===== src/rtl/bcd_pkg.sv =====
// Shared constants and FSM state type for the BCD-to-binary converter.
package bcd_pkg;
    localparam int BCD_DIGITS = 3;
    localparam int BIN_W      = 10;
    localparam int ACC_W      = 11;

    typedef enum logic [1:0] {
        IDLE,
        CONV,
        DONE
    } bcd2bin_state_t;
endpackage


===== src/rtl/bcd_to_bin_if.sv =====
// Handshake bundle for bcd_to_bin: packed BCD word in, binary result out.
interface bcd_to_bin_if;
    import bcd_pkg::*;

    logic                    in_valid;
    logic                    in_ready;
    logic [4*BCD_DIGITS-1:0] in_bcd;
    logic                    out_valid;
    logic                    out_ready;
    logic [BIN_W-1:0]        out_bin;
    logic                    out_err;

    modport master (
        output in_valid, in_bcd, out_ready,
        input  in_ready, out_valid, out_bin, out_err
    );

    modport slave (
        input  in_valid, in_bcd, out_ready,
        output in_ready, out_valid, out_bin, out_err
    );
endinterface


===== src/rtl/bcd_mac10.sv =====
// Combinational decimal multiply-accumulate step: sum = acc*10 + digit, wrapping in ACC_W bits.
module bcd_mac10
    import bcd_pkg::*;
(
    input  logic [ACC_W-1:0] acc,
    input  logic [3:0]       digit,
    output logic [ACC_W-1:0] sum
);
    assign sum = (acc << 3) + (acc << 1) + {{(ACC_W-4){1'b0}}, digit};
endmodule


===== src/rtl/bcd_to_bin.sv =====
// Digit-serial 3-digit packed BCD to binary converter, MSD first, valid/ready on both sides.
// Optional nibble range check enabled by defining BCD2BIN_ERR_EN.
module bcd_to_bin #(
    parameter int DIGITS = bcd_pkg::BCD_DIGITS,
    parameter int BIN_W  = bcd_pkg::BIN_W
) (
    input  logic         clk,
    input  logic         rst,
    bcd_to_bin_if.slave  bus
);
    import bcd_pkg::*;

    bcd2bin_state_t          state_q, state_d;
    logic [4*BCD_DIGITS-1:0] shreg_q, shreg_d;
    logic [ACC_W-1:0]        acc_q, acc_d;
    logic [ACC_W-1:0]        mac_sum;
    logic [1:0]              cnt_q, cnt_d;

`ifdef BCD2BIN_ERR_EN
    logic err_q, err_d;

    function automatic logic has_bad_nibble(input logic [4*BCD_DIGITS-1:0] w);
        logic bad;
        bad = 1'b0;
        for (int i = 0; i < BCD_DIGITS; i++) begin
            if (w[4*i +: 4] > 4'd9) bad = 1'b1;
        end
        return bad;
    endfunction
`endif

    // The shift register presents the next digit at its top nibble.
    bcd_mac10 u_mac (
        .acc   (acc_q),
        .digit (shreg_q[4*BCD_DIGITS-1 -: 4]),
        .sum   (mac_sum)
    );

    always_comb begin
        state_d = state_q;
        shreg_d = shreg_q;
        acc_d   = acc_q;
        cnt_d   = cnt_q;
`ifdef BCD2BIN_ERR_EN
        err_d   = err_q;
`endif
        case (state_q)
            IDLE: begin
                if (bus.in_valid) begin
                    shreg_d = bus.in_bcd;
                    acc_d   = '0;
                    cnt_d   = '0;
`ifdef BCD2BIN_ERR_EN
                    err_d   = has_bad_nibble(bus.in_bcd);
`endif
                    state_d = CONV;
                end
            end
            CONV: begin
                acc_d   = mac_sum;
                shreg_d = {shreg_q[4*BCD_DIGITS-5:0], 4'h0};
                cnt_d   = cnt_q + 2'd1;
                if (cnt_q == 2'(DIGITS - 1)) state_d = DONE;
            end
            DONE: begin
                if (bus.out_ready) state_d = IDLE;
            end
            default: state_d = IDLE;
        endcase
    end

    always_ff @(posedge clk) begin
        if (!rst) begin
            state_q <= IDLE;
            acc_q   <= '0;
            cnt_q   <= '0;
`ifdef BCD2BIN_ERR_EN
            err_q   <= 1'b0;
`endif
        end else begin
            state_q <= state_d;
            acc_q   <= acc_d;
            cnt_q   <= cnt_d;
`ifdef BCD2BIN_ERR_EN
            err_q   <= err_d;
`endif
        end
    end

    // Pure datapath: always written at capture before it is consumed.
    always_ff @(posedge clk) begin
        shreg_q <= shreg_d;
    end

    assign bus.in_ready  = (state_q == IDLE);
    assign bus.out_valid = (state_q == DONE);
`ifdef BCD2BIN_ERR_EN
    assign bus.out_bin   = err_q ? '0 : acc_q[BIN_W-1:0];
    assign bus.out_err   = err_q;
`else
    assign bus.out_bin   = acc_q[BIN_W-1:0];
    assign bus.out_err   = 1'b0;
`endif
endmodule

===== src/flat_wrapper.sv =====
// flat-port wrapper written by rule: the top's interface ports become plain ports
module bcd_to_bin_flat import bcd_pkg::*;
#(
    parameter int DIGITS = bcd_pkg::BCD_DIGITS,
    parameter int BIN_W  = bcd_pkg::BIN_W
)
  (clk, rst, bus_in_valid, bus_in_bcd, bus_out_ready, bus_in_ready, bus_out_valid, bus_out_bin, bus_out_err);
  bcd_to_bin_if bus_i ();
  input  logic clk;
  input  logic rst;
  input wire logic [$bits(bus_i.in_valid)-1:0] bus_in_valid;
  input wire logic [$bits(bus_i.in_bcd)-1:0] bus_in_bcd;
  input wire logic [$bits(bus_i.out_ready)-1:0] bus_out_ready;
  output wire logic [$bits(bus_i.in_ready)-1:0] bus_in_ready;
  output wire logic [$bits(bus_i.out_valid)-1:0] bus_out_valid;
  output wire logic [$bits(bus_i.out_bin)-1:0] bus_out_bin;
  output wire logic [$bits(bus_i.out_err)-1:0] bus_out_err;
  assign bus_i.in_valid = bus_in_valid;
  assign bus_i.in_bcd = bus_in_bcd;
  assign bus_i.out_ready = bus_out_ready;
  assign bus_in_ready = bus_i.in_ready;
  assign bus_out_valid = bus_i.out_valid;
  assign bus_out_bin = bus_i.out_bin;
  assign bus_out_err = bus_i.out_err;
  bcd_to_bin #(.DIGITS(DIGITS), .BIN_W(BIN_W)) u_core (.clk(clk), .rst(rst), .bus(bus_i));
endmodule

===== config.mk =====
export PLATFORM = sky130hd
export DESIGN_NAME = bcd_to_bin_flat
export DESIGN_NICKNAME = d
export VERILOG_FILES = /design/src/rtl/bcd_pkg.sv /design/src/rtl/bcd_to_bin_if.sv /design/src/rtl/bcd_mac10.sv /design/src/rtl/bcd_to_bin.sv /design/src/flat_wrapper.sv
export SDC_FILE = /design/constraint.sdc
export NUM_CORES = 1
export LEC_CHECK = 0
export BUFFER_PORTS_ARGS = -buffer_cell sky130_fd_sc_hd__buf_2
export CORE_MARGIN = 2
export CORE_UTILIZATION = 51
export CTS_BUF_LIST = sky130_fd_sc_hd__clkbuf_2
export CTS_CLUSTER_SIZE = 40
export DETAILED_ROUTE_END_ITERATION = 7
export PLACE_DENSITY = 0.88
export SLEW_MARGIN = 20
export SYNTH_ARGS = -nofsm -noshare
export SYNTH_HDL_FRONTEND = slang
export SYNTH_SLANG_ARGS = --single-unit

===== constraint.sdc =====
create_clock -name clk -period 2.15 [get_ports clk]
set_input_delay 0.1075 -clock clk [delete_from_list [all_inputs] [get_ports clk]]
set_output_delay 0.1075 -clock clk [all_outputs]
set_load 0.01 [all_outputs]

Word-level counts from Yosys, hierarchy flattened
Index checks and enable logic that the tools add are counted.

Register bits: 26. Output and inout bits: 13. Bits of input ports: 16. Logic and storage cells: 27.

Muxes and demuxes: 10. Equal/unequal tests: 6. Add/subtract/negate cells: 3. Reductions and logical operators: 4.

Operator list (number): $pmux 12 s2 (1); $pmux 10 s2 (1); $mux 12 (1); $add 10x10->10 (1); $add 10x4->10 (1); $mux 10 (1); $mux 2 (4); $pmux 2 s3 (1); $eq 2x2->1 const B (2); $ne 2x2->1 const B (2); $pmux 2 s2 (1); $reduce_and 3->1 (1); $add 2x1->2 const B (1); $eq 2x1->1 const B (1); $logic_not 2->1 (1); $ne 2x1->1 const B (1); $reduce_and 2->1 (1); $reduce_bool 2->1 (1).

Depth between registers and ports, before layout
Gate-level depths: netlist of run 1.

Depth in word-level cells: 3. Depth in mapped cells: 9. Mapped depth without buffers: 9.

Cells and area by module
A second synthesis of run 1 with hierarchy kept.

Cell total of the unflattened synthesis: 166. Area total of the unflattened synthesis: 1687.9 um^2.

By module, submodules not included: bcd_to_bin (seq. area each 660.6 um^2, times used 1, cells an instance 109, area each 1188.6 um^2); bcd_mac10 (seq. area each 0.0 um^2, times used 1, cells an instance 57, area each 499.2 um^2).

Worst setup path after synthesis of run 1
Ideal clock, no wire load.

Path type: reg-to-reg. Start point: reg u_core.acc_q[0]. End point: reg u_core.acc_q[8]. Path slack: -0.121 ns. Setup time: 0.116 ns. Path buffers: 0. Cell stages (with the launch flop): 10. Period minus slack after synthesis: 2.271 ns. Data required time: 2.034 ns. Arrival: 2.154 ns. Cells stage by stage: dfxtp_1 > inv_1 > fa_1 > inv_1 > fa_1 > a21oi_1 > o21ai_0 > a31oi_1 > xor2_1 > o21ai_1.

Word-level cells in the longest chain between the ends: 3.

Ends and longest elaborated chain: from (decl) (line bcd_to_bin.sv:15) `logic [ACC_W-1:0] acc_q, acc_d;`; from (signal assigned) (line bcd_to_bin.sv:75) `acc_q <= '0;`; from (signal assigned) (line bcd_to_bin.sv:82) `acc_q <= acc_d;`; $add 10x10->10 (line bcd_mac10.sv:9) `assign sum = (acc << 3) + (acc << 1) + {{(ACC_W-4){1'b0}}, digit};`; $add 10x4->10 (line bcd_mac10.sv:9); $pmux 10 s2 (line bcd_to_bin.sv:47) `case (state_q)`.

Every way passes these cells. A chain may end at the register's enable or synchronous reset.

Final worst setup path of run 1
Same ends and word-level chain as after synthesis.

==> flow_metrics.py, run 1 <==
metrics = {
    "drt": {
        "dr.first_iter.drc_count": 27,
        "drc": 0,
        "wl_per_cell_um": 13.7,
        "firstDrtPassIters": 4,
        "route.antenna.remaining_nets": 0,
        "vias": 1121,
        "vias_per_cell": 5.24,
        "totalWireLength_um": 2930,
    },
    "run_status": {
        "violations": "setup timing",
        "status": "finished with violations",
    },
    "sta": {
        "worst_slack_ns": -0.0449,
        "layout_min_cycle_time_ns": 2.19,
        "tightest_slew_ns": 0.574,
        "timing.fmax_mhz": 456,
        "timing.final.crit_share_pct": 102,
        "setup_viol": 1,
        "skew_ns": 0.00751,
        "rsz0062_at_grt": "true",
        "fin_hold_ws_ns": 0.00554,
        "hold_viol_final": 0,
        "maxSlewHeadroom_pct": 61.7,
        "drv_slew": 0,
    },
    "global_routing": {
        "grt_start_max_net_pins": 16,
        "antenna_found_initial": 0,
        "grt-ovfl-total": 0,
        "grt.total_usage_pct": 17.7,
        "grt_pass1_vias": 1039,
        "grt_pass1_wl_um": 4550,
    },
    "layout": {
        "multi_input_area_um2": 802,
        "nets": 217,
        "layout_common_cells": "29 x nand2_1, 27 x buf_2, 14 x ha_1, 12 x dfxtp_1, 12 x edfxtp_1",
        "regArea_um2": 643,
        "num_antenna_cells": 0,
        "fillers": 227,
        "fin_util_pct": 63.7,
        "syn_to_final_growth_pct": 18.8,
        "final_common_cell": "nand2_1",
        "design_area_um2": 1740,
        "final_layout_size_suffix_gt1_share_pct": 26.8,
    },
    "setup_path": {
        "critPathCaptureType": "flop",
        "crit_required_ns": 2.43,
        "criticalPathCategory": "flop to flop",
        "reg2reg_depth": 9,
        "cp_max_fo": 2,
        "crit_arrival_ns": 2.48,
        "r2r-start": "u_core.acc_q[0]$_SDFFE_PN0P_",
        "rrSetupSlack_ns": -0.04,
        "cp-start-kind": "flop",
        "r2r_end": "u_core.acc_q[8]$_SDFFE_PN0P_",
    },
    "yosys": {
        "synthMuxAreaShare_pct": 0,
        "synth-seq-area-share_pct": 43.7,
        "synth_cell_type_count": 31,
        "avgSynthCellArea_um2": 9.84,
        "synth-simple-area-share_pct": 18.8,
        "synth_xor_xnor_area_share_pct": 4.78,
        "synth_top_family_by_area": "simple AND/OR/NAND/NOR gates",
        "syn_inst": 149,
        "yosys_register_bits": 26,
        "synth_compound_area_share_pct": 11.9,
        "yosys_warnings": 0,
        "synth_fa_ha_area_share_pct": 15.5,
        "mappedNetlistArea_um2": 1470,
        "syn_nets": 182,
    },
    "cts": {
        "h-tree-depth": 1,
        "cts_made_buffers": 3,
        "insertion_delay_ns": 0.35,
        "cts_tree": "done",
        "clk_pin_slew_worst_paths_ns": 0.24,
        "clockBufferDepth": 2,
        "clock-root-buffer": "clkbuf_2",
        "clock_sinks": 26,
    },
    "flow_run": {
        "maxCapViolCount": 0,
    },
    "min_path": {
        "min_path_type": "input port to flop",
        "min_to": "u_core.shreg_q[10]$_DFFE_PP_",
        "min_from": "bus_in_bcd[10]",
        "hold_depth": 3,
    },
    "pwr": {
        "pwr-share-clk_pct": 18.5,
        "finalPower_mw": 1.00,
        "switchingPower_mw": 0.296,
        "ir_drop_v": 0.000563,
        "p_seq_share_pct": 58.2,
        "swShare_pct": 29.5,
        "leakage_nw": 0.833,
        "p_int_mw": 0.706,
        "combPwrFrac_pct": 23.3,
        "powerDensity_nw_per_um2": 575,
    },
    "place": {
        "gp_congestion": 0.830,
        "placed_cell_area_um2": 1630,
        "numPortBuffers": 27,
        "hpwl_um": 2030,
    },
    "floorplan": {
        "start_util_pct": 53.6,
        "dieArea_um2": 3320,
        "core-area_um2": 2730,
        "die_h_um": 57.6,
        "placementRows": 19,
        "ioPinCount": 29,
        "die_w_um": 57.6,
    },
}
==> registers in the layout, indices dropped and copies added (netlist names) <==
name,cells
u_core.state_q,2
u_core.shreg_q,12
u_core.acc_q,10
u_core.cnt_q,2
==> worst max-delay path, cell delays in order, from the launching register on <==
cell and delay [ns]:
dfxtp_2 0.40, inv_2 0.04, fa_1 0.54, inv_2 0.06, fa_2 0.39, a21oi_2 0.16
o21ai_1 0.08, a31oi_1 0.22, xor2_1 0.18, o21ai_1 0.07
==> worst max path at each step <==
stage                                       from                           end  slack (ns)  depth (start not counted)
finish              u_core.acc_q[0]$_SDFFE_PN0P_  u_core.acc_q[8]$_SDFFE_PN0P_       -0.04                          9
global route        u_core.acc_q[0]$_SDFFE_PN0P_  u_core.acc_q[8]$_SDFFE_PN0P_       -0.09                          9
CTS                 u_core.acc_q[0]$_SDFFE_PN0P_  u_core.acc_q[8]$_SDFFE_PN0P_     0.00006                          9
detailed placement  u_core.acc_q[0]$_SDFFE_PN0P_  u_core.acc_q[8]$_SDFFE_PN0P_       -0.05                          9
global placement    u_core.acc_q[0]$_SDFFE_PN0P_  u_core.acc_q[8]$_SDFFE_PN0P_        0.05                          9
floorplan           u_core.acc_q[0]$_SDFFE_PN0P_  u_core.acc_q[8]$_SDFFE_PN0P_        0.03                          9
==> stage by stage <==
stage	instances	setup WS [ns]	setup TNS (ns)
2_1_floorplan	149	0.0305	0
3_3_place_gp	205	0.0521	0
3_5_place_dp	205	-0.0539	-0.0539
4_1_cts	210	0.0000628	0
5_1_grt	214	-0.0895	-0.0895
6_report	214	-0.0449	-0.0449
==> cell families after synthesis <==
family | count (synthesis)
and+or+nand+nor | 57
other | 1
adders and majority gates | 17
DFF | 26
xor gates and xnor gates | 8
AOI/OAI and AO/OA | 26
buffers and inverters | 14
==> synthesized netlist by cell type, drive strengths merged <==
library cell  instances  area (um2)
o21bai                3        26.3
a22oi                 6        45.0
a31oi                 1        6.26
and3                  1        6.26
nand2                30         120
and2b                 1        7.51
dfxtp                14         280
or2                   1        6.26
inv                   9        33.8
and2                  6        37.5
nand3                 5        25.0
edfxtp               12         360
nand2b                1        6.26
a211oi                2        25.0
conb                  1        3.75
nor2b                 8        50.1
nor3                  1        5.00
ha                   15         188
a21oi                 4        20.0
xnor2                 4        35.0
o21ai                 9        45.0
a21o                  1        7.51
buf                   5        40.0
nor2                  3        11.3
xor2                  4        35.0
fa                    2        40.0
==> power groups by stage <==
stage / sequential, mW / clock (mW) / combinational, mW
3_3_place_gp: 0.591 / 0 / 0.193
5_1_grt: 0.588 / 0.207 / 0.258
2_1_floorplan: 0.594 / 0 / 0.145
3_5_place_dp: 0.594 / 0 / 0.204
4_1_cts: 0.583 / 0.187 / 0.207
6_report: 0.583 / 0.185 / 0.234
==> layer usage <==
| metal | routed length [um] | vias up | global-route usage [%] |
|---|---|---|---|
| li1 | - | 567 | - |
| met1 | 1130 | 514 | 22.1 |
| met2 | 1630 | 32 | 32.1 |
| met3 | 113 | 8 | 2.01 |
| met4 | 59 | 0 | 4.98 |
| met5 | 0 | - | 0 |
==> cell type report <==
class / count / share of cell area, %
inverters: 9 / 1.94
well taps: 31 / 2.23
clock inverters: 1 / 0.216
clock buffers: 3 / 0.862
multi-input cells: 109 / 46.0
repair buffers: 35 / 11.8
flip-flops and latches: 26 / 36.9
==> what timing repair did <==
action | 4_1_cts | 5_1_grt
resized for setup | 2 | 7
hold buffers | 0 | 4
endpoints found under the hold margin | 0 | 4
pin swaps | 4 | 6
buffers inserted | 1 | 0
setup endpoints to repair | 1 | 5
Note: power is estimated with default switching activity, not from simulation.
==> run 2, diff against run 1 <==
--- a/config.mk
+++ b/config.mk
@@ -11,7 +11,8 @@
 export CTS_BUF_LIST = sky130_fd_sc_hd__clkbuf_2
 export CTS_CLUSTER_SIZE = 40
 export DETAILED_ROUTE_END_ITERATION = 7
-export PLACE_DENSITY = 0.88
+export HOLD_SLACK_MARGIN = 0.15
+export PLACE_DENSITY_LB_ADDON = 0.3
 export SLEW_MARGIN = 20
 export SYNTH_ARGS = -nofsm -noshare
 export SYNTH_HDL_FRONTEND = slang
==> run 2 against run 1 <==
  * The flow still finishes with violations (setup timing)
  * Non-clock buffer count grew 11
  * Critical path depth grew 1
  * Sequential share of layout area shrank 2.3 points
  * Combinational power grew 5%
  * Wire length grew 3.9%
  * Power grew 13%
  * Core utilization grew 4.3 points
  * Critical path type unchanged
  * Critical endpoint is now u_core.acc_q[7]$_SDFFE_PN0P_
  * Highest routed layer unchanged
==> flow_metrics.py, run 2 (synthesis results as in run 1) <==
metrics = {
    "run_status": {
        "violations": "setup timing",
        "status": "finished with violations",
    },
    "floorplan": {
        "core-area_um2": 2730,
        "start_util_pct": 53.6,
        "ioPinCount": 29,
        "dieArea_um2": 3320,
        "placementRows": 19,
        "die_w_um": 57.6,
        "die_h_um": 57.6,
    },
    "place": {
        "hpwl_um": 1970,
        "numPortBuffers": 27,
        "dpl_worst_slack_ns": 0.00430,
        "placed_cell_area_um2": 1620,
        "placed_cells": 204,
        "gp_congestion": 0.832,
    },
    "global_routing": {
        "grt_start_max_net_pins": 16,
        "grt_pass1_wl_um": 4860,
        "grt-ovfl-total": 0,
        "antenna_found_initial": 0,
        "grt_pass1_vias": 1178,
        "grt.total_usage_pct": 18.9,
    },
    "setup_path": {
        "cp_max_fo": 2,
        "cp-start-kind": "flop",
        "reg2reg_depth": 10,
        "criticalPathCategory": "flop to flop",
        "crit_arrival_ns": 2.47,
        "rrSetupSlack_ns": -0.05,
        "critPathBufInv": 3,
        "cp-endpoint": "u_core.acc_q[7]$_SDFFE_PN0P_",
        "crit_start": "u_core.shreg_q[11]$_DFFE_PP_",
        "crit_required_ns": 2.42,
        "slowest_delay_ns": 0.54,
        "critPathCaptureType": "flop",
        "r2r-start": "u_core.shreg_q[11]$_DFFE_PP_",
        "cp.depth": 10,
        "slowest_stage": "fa_1",
        "worstPathCellList": "inv_2 > fa_1 > inv_2 > ha_4 > a211oi_4 > buf_4 > o21ai_1 > nand2_1 > xor2_1 > o21ai_1",
        "r2r_end": "u_core.acc_q[7]$_SDFFE_PN0P_",
        "critPathTopFamily": "adder cells",
    },
    "layout": {
        "final_common_cell": "nand2_1",
        "layout_common_cells": "29 x nand2_1, 27 x buf_2, 15 x dlygate4sd3_1, 14 x ha_1, 12 x edfxtp_1",
        "nets": 228,
        "fin_util_pct": 68.1,
        "num_antenna_cells": 0,
        "design_area_um2": 1860,
        "final_layout_size_suffix_gt1_share_pct": 25.3,
        "syn_to_final_growth_pct": 26.9,
        "top_regs": "u_core.shreg_q x12, u_core.acc_q x10",
        "fin_cells": 225,
        "largest_reg_flops": 12,
        "largest_register": "u_core.shreg_q",
    },
    "cts": {
        "cts_tree": "done",
        "clock-root-buffer": "clkbuf_2",
        "insertion_delay_ns": 0.35,
        "clk_pin_slew_worst_paths_ns": 0.25,
        "clock_sinks": 26,
        "cts_made_buffers": 3,
        "h-tree-depth": 1,
        "clockBufferDepth": 2,
    },
    "sta": {
        "rsz0062_at_grt": "true",
        "worst_slack_ns": -0.0525,
        "drv_slew": 0,
        "fin_hold_ws_ns": 0.240,
        "setup_tns_ns": -0.0879,
        "skew_ns": 0.0158,
        "layout_min_cycle_time_ns": 2.20,
        "hold_viol_final": 0,
        "tightest_slew_ns": 0.604,
        "timing.final.crit_share_pct": 102,
        "timing.fmax_mhz": 454,
        "maxSlewHeadroom_pct": 59.7,
        "setup_viol": 3,
    },
    "pwr": {
        "finalPower_mw": 1.14,
        "swShare_pct": 26.3,
        "pwr-share-clk_pct": 27.1,
        "ir_drop_v": 0.000652,
        "combPwrFrac_pct": 21.6,
        "powerDensity_nw_per_um2": 610,
        "p_int_mw": 0.837,
        "switchingPower_mw": 0.299,
        "p_seq_share_pct": 51.4,
        "leakage_nw": 0.890,
    },
    "drt": {
        "wl_per_cell_um": 13.5,
        "firstDrtPassIters": 4,
        "route.antenna.remaining_nets": 0,
        "vias_per_cell": 5.14,
        "totalWireLength_um": 3050,
        "drc": 0,
        "dr.first_iter.drc_count": 56,
        "vias": 1157,
    },
    "min_path": {
        "min_path_type": "input port to flop",
    },
    "flow_run": {
        "maxCapViolCount": 0,
    },
}
run 2: cell count changes in the layout (fill, tap and decap cells not counted):
cell,delta
dlygate4sd3_1,+11
bufinv_16,+1
clkinv_1,-1
dfxtp_1,-1
dfxtp_2,+1
o21ai_0,-1
o21ai_1,+1
o21bai_1,+1
o21bai_4,-1
xnor2_1,+1
xnor2_2,-1
run 2: how the worst min path moves through the flow:
| stage | start | end | slack [ns] | cells past startpoint |
|---|---|---|---|---|
| detailed placement | bus_in_bcd[5] | u_core.shreg_q[5]$_DFFE_PP_ | 0.38 | 3 |
| global route | bus_in_valid | u_core.acc_q[7]$_SDFFE_PN0P_ | 0.22 | 4 |
| CTS | bus_in_valid | u_core.acc_q[6]$_SDFFE_PN0P_ | 0.21 | 4 |
| global placement | bus_in_bcd[6] | u_core.shreg_q[6]$_DFFE_PP_ | 0.37 | 3 |
| finish | bus_in_valid | u_core.acc_q[6]$_SDFFE_PN0P_ | 0.24 | 4 |
| floorplan | rst | u_core.acc_q[0]$_SDFFE_PN0P_ | 0.24 | 1 |
run 2: power groups by stage:
stage / Sequential [mW] / Combinational [mW] / Clock (mW)
after floorplan: 0.594 / 0.145 / 0
after global placement: 0.591 / 0.193 / 0
after detailed placement: 0.593 / 0.202 / 0
after CTS: 0.583 / 0.224 / 0.318
after global routing: 0.588 / 0.270 / 0.330
final: 0.584 / 0.245 / 0.307
run 2: final cells by class:
type / count / area (um2)
clock buffers: 3 / 15.0
clock inverters: 1 / 30.0
fillers: 206 / 873
inverters: 9 / 33.8
multi-input cells: 109 / 783
flip-flops and latches: 26 / 644
well taps: 31 / 38.8
repair buffers: 46 / 315
run 2: metal layers:
layer	vias up	track usage (%)	routed length [um]
met5	-	0	0
met4	0	7.31	15
met3	2	2.23	90
met2	23	34.1	1600
met1	542	22.9	1340
li1	590	-	-
run 2: repair_timing:
| action | 4_1_cts | 5_1_grt |
|---|---|---|
| endpoints found under the setup margin | 1 | 4 |
| buffers inserted | 1 | 1 |
| pin swaps | 2 | 12 |
| resized for setup | 0 | 9 |
| endpoints found under the hold margin | 26 | 0 |
| hold buffers | 15 | 0 |
run 2: worst min-delay path: cells and delay by family:
family | cells | cell delay [ns]
buf+inv | 1 | 0.08
simple gates | 1 | 0.14
compound gates | 2 | 0.24
==> run 3, diff against run 2 <==
--- a/config.mk
+++ b/config.mk
@@ -5,12 +5,14 @@
 export SDC_FILE = /design/constraint.sdc
 export NUM_CORES = 1
 export LEC_CHECK = 0
+export ABC_CLOCK_PERIOD_IN_PS = 2150
 export BUFFER_PORTS_ARGS = -buffer_cell sky130_fd_sc_hd__buf_2
 export CORE_MARGIN = 2
 export CORE_UTILIZATION = 51
 export CTS_BUF_LIST = sky130_fd_sc_hd__clkbuf_2
 export CTS_CLUSTER_SIZE = 40
 export DETAILED_ROUTE_END_ITERATION = 7
+export GPL_TIMING_DRIVEN = 0
 export HOLD_SLACK_MARGIN = 0.15
 export PLACE_DENSITY_LB_ADDON = 0.3
 export SLEW_MARGIN = 20
==> run 3 against run 2 <==
  * The run still ends with setup timing left
  * Wire length is 0.56% lower
  * Highest routed layer unchanged
  * Combinational power up 7%
  * Setup slack gained 0.0075 ns
  * Sequential cell count is the same
  * First-iteration DRC count decreased by 18%
  * Register-to-register slack hardly changed
  * Clock-buffer cell count is 1 higher
  * Sequential power about the same
  * Via count up 5.8%
  * Die area unchanged
  * Clock skew decreased by 0.010 ns
  * Core utilization rose by 1.2 points
==> flow_metrics.py, run 3 (synthesis results as in run 1) <==
metrics = {
    "setup_path": {
        "crit_arrival_ns": 2.47,
        "r2r-start": "u_core.shreg_q[11]$_DFFE_PP_",
        "critPathBufInv": 2,
        "r2r_end": "u_core.acc_q[8]$_SDFFE_PN0P_",
        "slowest_delay_ns": 0.54,
        "reg2reg_depth": 9,
        "critPathCaptureType": "flop",
        "crit_required_ns": 2.42,
        "rrSetupSlack_ns": -0.05,
        "criticalPathCategory": "flop to flop",
        "worstPathCellList": "inv_2 > fa_1 > inv_2 > fa_2 > a21oi_2 > o21ai_1 > a31oi_1 > xor2_1 > o21ai_1",
        "cp_max_fo": 2,
        "critPathTopFamily": "adder cells",
        "slowest_stage": "fa_1",
        "cp-start-kind": "flop",
    },
    "cts": {
        "insertion_delay_ns": 0.35,
        "clock_sinks": 26,
        "cts_tree": "done",
        "h-tree-depth": 1,
        "clock-root-buffer": "clkbuf_2",
        "cts_made_buffers": 3,
        "clockBufferDepth": 2,
        "clk_pin_slew_worst_paths_ns": 0.23,
    },
    "pwr": {
        "ir_drop_v": 0.000440,
        "pwr-share-clk_pct": 18.4,
        "leakage_nw": 0.908,
        "p_seq_share_pct": 56.3,
        "combPwrFrac_pct": 25.3,
        "swShare_pct": 28.9,
        "p_int_mw": 0.737,
        "switchingPower_mw": 0.299,
        "powerDensity_nw_per_um2": 547,
    },
    "layout": {
        "largest_register": "u_core.shreg_q",
        "regArea_um2": 643,
        "final_layout_size_suffix_gt1_share_pct": 27.6,
        "num_antenna_cells": 0,
        "multi_input_area_um2": 802,
        "layout_common_cells": "29 x nand2_1, 29 x buf_2, 15 x dlygate4sd3_1, 14 x ha_1",
        "fin_util_pct": 69.2,
        "largest_reg_flops": 12,
        "syn_to_final_growth_pct": 29.1,
        "fillers": 209,
        "nets": 233,
        "top_regs": "u_core.shreg_q x12, u_core.acc_q x10",
    },
    "sta": {
        "rsz0062_at_grt": "true",
        "timing.final.crit_share_pct": 102,
        "drv_slew": 0,
        "worst_slack_ns": -0.0450,
        "timing.fmax_mhz": 456,
        "setup_viol": 1,
        "layout_min_cycle_time_ns": 2.20,
        "skew_ns": 0.00557,
        "hold_viol_final": 0,
        "setup_tns_ns": -0.0450,
    },
    "min_path": {
        "hold_depth": 4,
        "min_path_type": "input port to flop",
        "min_from": "bus_in_valid",
        "min_to": "u_core.acc_q[0]$_SDFFE_PN0P_",
    },
    "global_routing": {
        "grt_start_max_net_pins": 15,
        "grt.total_usage_pct": 19.5,
        "antenna_found_initial": 0,
        "grt-ovfl-total": 0,
        "grt_pass1_wl_um": 4960,
        "grt_pass1_vias": 1184,
    },
    "drt": {
        "firstDrtPassIters": 4,
        "wl_per_cell_um": 13.2,
        "drc": 0,
        "route.antenna.remaining_nets": 0,
        "vias_per_cell": 5.32,
        "totalWireLength_um": 3030,
        "vias": 1224,
        "dr.first_iter.drc_count": 46,
    },
    "floorplan": {
        "start_util_pct": 53.6,
        "die_w_um": 57.6,
        "core-area_um2": 2730,
        "dieArea_um2": 3320,
        "die_h_um": 57.6,
        "placementRows": 19,
        "ioPinCount": 29,
    },
    "place": {
        "numPortBuffers": 27,
        "gp_congestion": 0.754,
        "hpwl_um": 2110,
    },
    "run_status": {
        "status": "finished with violations",
        "violations": "setup timing",
    },
    "flow_run": {
        "maxCapViolCount": 0,
    },
}
run 3: power by group through the flow:
stage / clock network, mW / registers (mW) / logic [mW]
2_1_floorplan: 0 / 0.594 / 0.145
3_3_place_gp: 0 / 0.593 / 0.202
3_5_place_dp: 0 / 0.595 / 0.212
4_1_cts: 0.192 / 0.582 / 0.243
5_1_grt: 0.213 / 0.588 / 0.292
6_report: 0.191 / 0.583 / 0.263
run 3: worst reg2reg max path: stages, from the launching register on:
cell and delay (ns):
edfxtp_1 0.39, inv_2 0.04, fa_1 0.54, inv_2 0.06, fa_2 0.35, a21oi_2 0.16, o21ai_1 0.08, a31oi_1 0.20
xor2_1 0.21, o21ai_1 0.08
run 3: per-stage QoR:
step | area, um2 | hold WS (ns) | setup slack, ns | power, mW | cells
4_1_cts | 1840 | 0.185 | -0.0628 | 1.02 | 229
3_3_place_gp | 1650 | 0.374 | -0.0801 | 0.794 | 207
2_1_floorplan | 1480 | 0.236 | 0.0305 | 0.739 | 149
6_report | 1890 | 0.181 | -0.0450 | 1.04 | 230
5_1_grt | 1890 | 0.195 | -0.132 | 1.09 | 230
3_5_place_dp | 1650 | 0.383 | -0.125 | 0.807 | 207
run 3: worst max path at each step:
stage | start | cells after the start | end
global placement | u_core.acc_q[0]$_SDFFE_PN0P_ | 9 | u_core.acc_q[8]$_SDFFE_PN0P_
global route | u_core.shreg_q[11]$_DFFE_PP_ | 9 | u_core.acc_q[8]$_SDFFE_PN0P_
floorplan | u_core.acc_q[0]$_SDFFE_PN0P_ | 9 | u_core.acc_q[8]$_SDFFE_PN0P_
finish | u_core.shreg_q[11]$_DFFE_PP_ | 9 | u_core.acc_q[8]$_SDFFE_PN0P_
CTS | u_core.shreg_q[11]$_DFFE_PP_ | 9 | u_core.acc_q[8]$_SDFFE_PN0P_
detailed placement | u_core.acc_q[0]$_SDFFE_PN0P_ | 9 | u_core.acc_q[8]$_SDFFE_PN0P_
run 3: timing repair:
action                                  in CTS  in global routing
endpoints found under the setup margin       4                  5
pin swaps                                    5                 13
hold buffers                                15                  0
resized for setup                            2                  8
buffers inserted                             3                  1
endpoints found under the hold margin       20                  0
gates cloned                                 0                  0
run 3: cell type report:
cell class                 count  area share, %
tap                           31           2.05
clock buffer                   4           1.06
timing repair buffer          46           16.7
sequential                    26           34.0
inverter                       9           1.78
buffer                         5           2.11
multi-input combinational    109           42.4
run 3: layer usage:
metal  global-route usage (%)  share of wire, %  vias to the layer above
li1                         -                 -                      606
met1                     22.7                44                      584
met2                     34.6                51                       28
met3                     4.69               3.9                        6
met4                     7.31               1.3                        0
met5                        0                 0                        -
